`config.mk`:
```
export PLATFORM = sky130hd
export DESIGN_NAME = seq_mul32
export DESIGN_NICKNAME = d
export VERILOG_FILES = /design/src/rtl/seq_mul32.sv
export SDC_FILE = /design/constraint.sdc
export NUM_CORES = 1
export LEC_CHECK = 0
export CAP_MARGIN = 15
export CORE_ASPECT_RATIO = 1.4
export CORE_MARGIN = 2
export CORE_UTILIZATION = 33
export DETAILED_ROUTE_END_ITERATION = 8
export GPL_ROUTABILITY_DRIVEN = 0
export PLACE_DENSITY = 0.59
export RECOVER_POWER = 25
export SLEW_MARGIN = 30
export SYNTH_ARGS = -nofsm -noshare
export SYNTH_HDL_FRONTEND = slang
export SYNTH_SLANG_ARGS = --single-unit
```
`constraint.sdc`:
```
create_clock -name clk -period 3.1 [get_ports clk]
set_input_delay 0.31 -clock clk [delete_from_list [all_inputs] [get_ports clk]]
set_output_delay 0.31 -clock clk [all_outputs]
set_load 0.02 [all_outputs]
```
`src/rtl/seq_mul32.sv`:
```
// Iterative 32x32 shift-and-add multiplier: one 32-bit add per cycle, signed or unsigned,
// with a 64-bit product that holds until the next accepted start.
module seq_mul32 (
  input  logic        clk,
  input  logic        rst_n,
  input  logic        start,
  input  logic        signed_op,
  input  logic [31:0] a,
  input  logic [31:0] b,
  output logic        busy,
  output logic        done,
  output logic [63:0] product
);

  typedef enum logic [1:0] {IDLE, CALC, SIGN, DONE} state_t;

  state_t      state_q, state_d;
  logic [32:0] hi_q, hi_d;
  logic [31:0] lo_q, lo_d;
  logic [31:0] mcand_q, mcand_d;
  logic [4:0]  cnt_q, cnt_d;
  logic        neg_q, neg_d;
  logic [63:0] product_q, product_d;

  logic [31:0] mag_a, mag_b;
  logic [32:0] sum;
  logic [63:0] mag_prod;

  // 0x80000000 negates to itself, which is exactly its unsigned magnitude.
  assign mag_a    = (signed_op && a[31]) ? (~a + 32'd1) : a;
  assign mag_b    = (signed_op && b[31]) ? (~b + 32'd1) : b;
  assign sum      = lo_q[0] ? ({1'b0, hi_q[31:0]} + {1'b0, mcand_q}) : hi_q;
  assign mag_prod = {hi_q[31:0], lo_q};

  always_comb begin
    state_d   = state_q;
    hi_d      = hi_q;
    lo_d      = lo_q;
    mcand_d   = mcand_q;
    cnt_d     = cnt_q;
    neg_d     = neg_q;
    product_d = product_q;
    case (state_q)
      IDLE: begin
        if (start) begin
          mcand_d = mag_a;
          lo_d    = mag_b;
          hi_d    = 33'd0;
          cnt_d   = 5'd0;
          neg_d   = signed_op & (a[31] ^ b[31]);
          state_d = CALC;
        end
      end
      CALC: begin
        hi_d  = {1'b0, sum[32:1]};
        lo_d  = {sum[0], lo_q[31:1]};
        cnt_d = cnt_q + 5'd1;
        if (cnt_q == 5'd31) state_d = SIGN;
      end
      SIGN: begin
        product_d = neg_q ? (~mag_prod + 64'd1) : mag_prod;
        state_d   = DONE;
      end
      DONE: state_d = IDLE;
      default: state_d = IDLE;
    endcase
  end

  always_ff @(posedge clk or negedge rst_n) begin
    if (!rst_n) begin
      state_q   <= IDLE;
      hi_q      <= 33'd0;
      lo_q      <= 32'd0;
      mcand_q   <= 32'd0;
      cnt_q     <= 5'd0;
      neg_q     <= 1'b0;
      product_q <= 64'd0;
    end else begin
      state_q   <= state_d;
      hi_q      <= hi_d;
      lo_q      <= lo_d;
      mcand_q   <= mcand_d;
      cnt_q     <= cnt_d;
      neg_q     <= neg_d;
      product_q <= product_d;
    end
  end

  assign busy    = (state_q == CALC) || (state_q == SIGN);
  assign done    = (state_q == DONE);
  assign product = product_q;

endmodule

```
==> flow_summary.toml, run 1 <==
[pwr]
vdd_drop_max_mv = 0.4211
leakage_nw = 5.610
p_per_area_mw_per_mm2 = 990.5
power_w = 0.01368

[critical_path]
max_stage_delay_ps = 610
worstPathMaxFanout = 7
cp_top_family = "simple AND/OR/NAND/NOR gates"
critPathKind = "reg -> reg"
reg2reg_depth = 7
path_cells = "or4_4, or4b_4, or3_1, nand2b_1, o31ai_2, xor2_1, a21oi_1"
r2r_slack_ps = 150
endpoint_kind = "flop"
slowest_stage = "or4b_4"
path_buf_inv = 0
arrival_ps = 3250
reg2reg_from = "lo_q[13]"
worstReg2RegEnd = "product[54]"
startpoint_type = "flop"
required_ps = 3400

[logic_synthesis]
synthArstFlopShare_pct = 100.0
synthFlopType = "dfrtp_1"
syn_area_mm2 = 0.01106
synthCells = 1314
synth_cell_type_count = 67
synth-edff-count = 0
avgSynthCellArea_um2 = 8.416
ys_seq_area_share_pct = 38.02
synth_nets = 1424
yosys_warnings = 0
synth_seq_cells = 168

[grt]
grt_pass1_vias = 10040
grt_use_total_pct = 19.16
grt_pass1_wl_mm = 53.68
antenna_found_initial = 0
grt_max_degree = 67
grt_overflow_total = 0

[sta]
finalSetupViolCount = 0
period_minus_slack_ps = 2951
hold_viol = 0
rsz0062_at_grt = "no"
hold_ws_ps = 490.1
max-slew-margin-rel_pct = 1.857
fin_ws_ps = 149.1
tns_ps = 0
fin_crit_sh_pct = 95.19
timing.fmax_mhz = 338.9
slew_viol_final = 0
worst_slew_pin_slew_ps = 1472
finalClockSkew_ps = 13.40

[route]
routed_wl_mm = 33.60
drc = 0
drtIter0Drc = 810
antenna_left = 0
wl_per_cell_um = 17.57
vias_per_cell = 5.348
dr_total_vias = 10230
dr.pass1.iters = 5

[layout]
num_antenna_cells = 0
fillers = 3375
seqCellArea_mm2 = 0.004205
layout_commonest_cell = "dfrtp_1"
areaGrowthSynthToFinish_pct = 24.90
layout.nets = 1565
final_util_pct = 41.71
mostFrequentLayoutCells = "167 x dfrtp_1, 146 x o21ai_0, 137 x a21oi_1"
multiInputGateArea_mm2 = 0.006543
drive_above_1_share_pct = 8.447

[floorplan]
die_w_um = 158.7
die_height_um = 220.6
start_util_pct = 33.40
io_pins = 134
placementRows = 79
coreArea_mm2 = 0.03311
die-area_mm2 = 0.03501

[clock_network]
cts_max_level = 4
clockRootBuffer = "clkbuf_16"
clkLatencyLatePin_ps = 440
clk_pin_slew_worst_paths_ps = 70
cts_tree = "yes"
cts_buffer_depth = 2
post_cts_buffers = 0
cts_buffers = 17
clock-sinks = 168

[place]
dp_slack_ps = 21.32
dpl.hpwl_mm = 26.04
port_buffers = 133

[min_path]
hold_end = "mcand_q[9]"
whs_path_depth = 2
min_path_type = "reg -> reg"
min-delay-start = "mcand_q[9]"

[flow_run]
drv_cap = 0

[status]
status = "completed"
cell type report:
type | instances | share of cell area [%]
inverter | 26 | 0.7066
tap | 445 | 4.031
multi-input combinational | 1048 | 47.37
sequential | 168 | 30.45
timing repair buffer | 194 | 13.19
clock inverter | 14 | 1.078
clock buffer | 18 | 3.180
how the worst max path moves through the flow:
stage / endpoint / slack (ps) / startpoint / cells after the start
6_report: product[54] / 150 / lo_q[13] / 7
5_1_grt: product[63] / 20 / lo_q[13] / 7
4_1_cts: product[62] / 3 / lo_q[13] / 7
3_5_place_dp: product[62] / 20 / lo_q[13] / 7
3_3_place_gp: lo_q[28] / 80 / b[12] / 8
2_1_floorplan: product[63] / 220 / lo_q[13] / 8
Yosys cell counts, types with 3 or more instances:
cell type	number	area share, %
dfrtp_1	168	38
o21ai_0	147	6.7
a21oi_1	137	6.2
nor2_1	130	4.4
nand2_1	128	4.3
xor2_1	101	8.0
clkbuf_1	68	2.3
xnor2_1	45	3.6
ha_1	41	4.6
o31ai_1	30	2.0
inv_1	26	0.88
nand3_1	26	1.2
or3_1	25	1.4
nor3_1	21	0.95
a22oi_1	20	1.4
nor4_1	16	0.91
o41ai_1	15	1.2
mux2i_1	12	1.1
or4_1	12	0.81
nand4_1	11	0.62
nand2b_1	9	0.51
o21a_1	9	0.61
o22ai_1	9	0.51
or2_2	9	0.51
and2_1	7	0.40
nor2b_1	7	0.40
mux2_2	6	0.61
o211ai_1	6	0.41
a21boi_0	5	0.34
a21o_1	5	0.34
a22o_1	4	0.32
a31oi_1	4	0.23
and3_1	4	0.23
nand4b_1	4	0.32
a211oi_1	3	0.20
nand3b_1	3	0.20
o21bai_1	3	0.20
registers in the layout (all words and copies together), names as in the netlist:
name and cells:
mcand_q 32, hi_q 32, product 64, lo_q 32, cnt_q 5, neg_q 1, state_q 2
power by group:
group	switching, W	internal, W	leakage, nW
clock	0.000956	0.00121	0.284
combinational	0.00436	0.00307	3.29
sequential	0.000916	0.00317	2.04
repair_timing:
| action | 4_1_cts | 5_1_grt |
|---|---|---|
| endpoints found under the hold margin | 54 | 0 |
| endpoints found under the setup margin | 0 | 10 |
| hold buffers | 1 | 0 |
| gates resized for setup | 0 | 5 |
metrics by stage:
| step | instance area, µm² | instances |
|---|---|---|
| 2_1_floorplan | 11060 | 1314 |
| 3_3_place_gp | 13200 | 1880 |
| 3_5_place_dp | 13200 | 1880 |
| 4_1_cts | 13800 | 1913 |
| 5_1_grt | 13810 | 1913 |
| 6_report | 13810 | 1913 |
logic make-up after synthesis:
group                    share of synthesized area [%]
AO/OA/AOI/OAI                                    22.47
XOR/XNOR                                         11.56
adder cells (fa/ha/maj)                          4.820
buffers and inverters                            3.349
flip-flops                                       38.02
multiplexers                                     1.697
AND/OR/NAND/NOR                                  18.08
routing by layer:
| metal | GRT usage, % | wire (µm) | vias up |
|---|---|---|---|
| met3 | 2.530 | 1393 | 71 |
| met1 | 23.54 | 14420 | 4839 |
| li1 | - | - | 5008 |
| met4 | 7.523 | 1006 | 0 |
| met2 | 34.24 | 16780 | 312 |
| met5 | 0 | 0 | - |
worst register-to-register path, delay by kind of cell (launching register included):
kind / cells / cell delay (ps)
and+or+nand+nor: 4 / 1930
DFF: 1 / 380
AOI/OAI and AO/OA: 2 / 330
xor gates and xnor gates: 1 / 170
Note: power is estimated with default switching activity, not from simulation.
==> run 2: changes to the inputs <==
--- a/config.mk
+++ b/config.mk
@@ -13,6 +13,7 @@
 export GPL_ROUTABILITY_DRIVEN = 0
 export PLACE_DENSITY = 0.59
 export RECOVER_POWER = 25
+export SKIP_LAST_GASP = 1
 export SLEW_MARGIN = 30
 export SYNTH_ARGS = -nofsm -noshare
 export SYNTH_HDL_FRONTEND = slang
==> results of run 2 <==
Same layout as run 1: the final DEF is identical, and so are final timing and power.
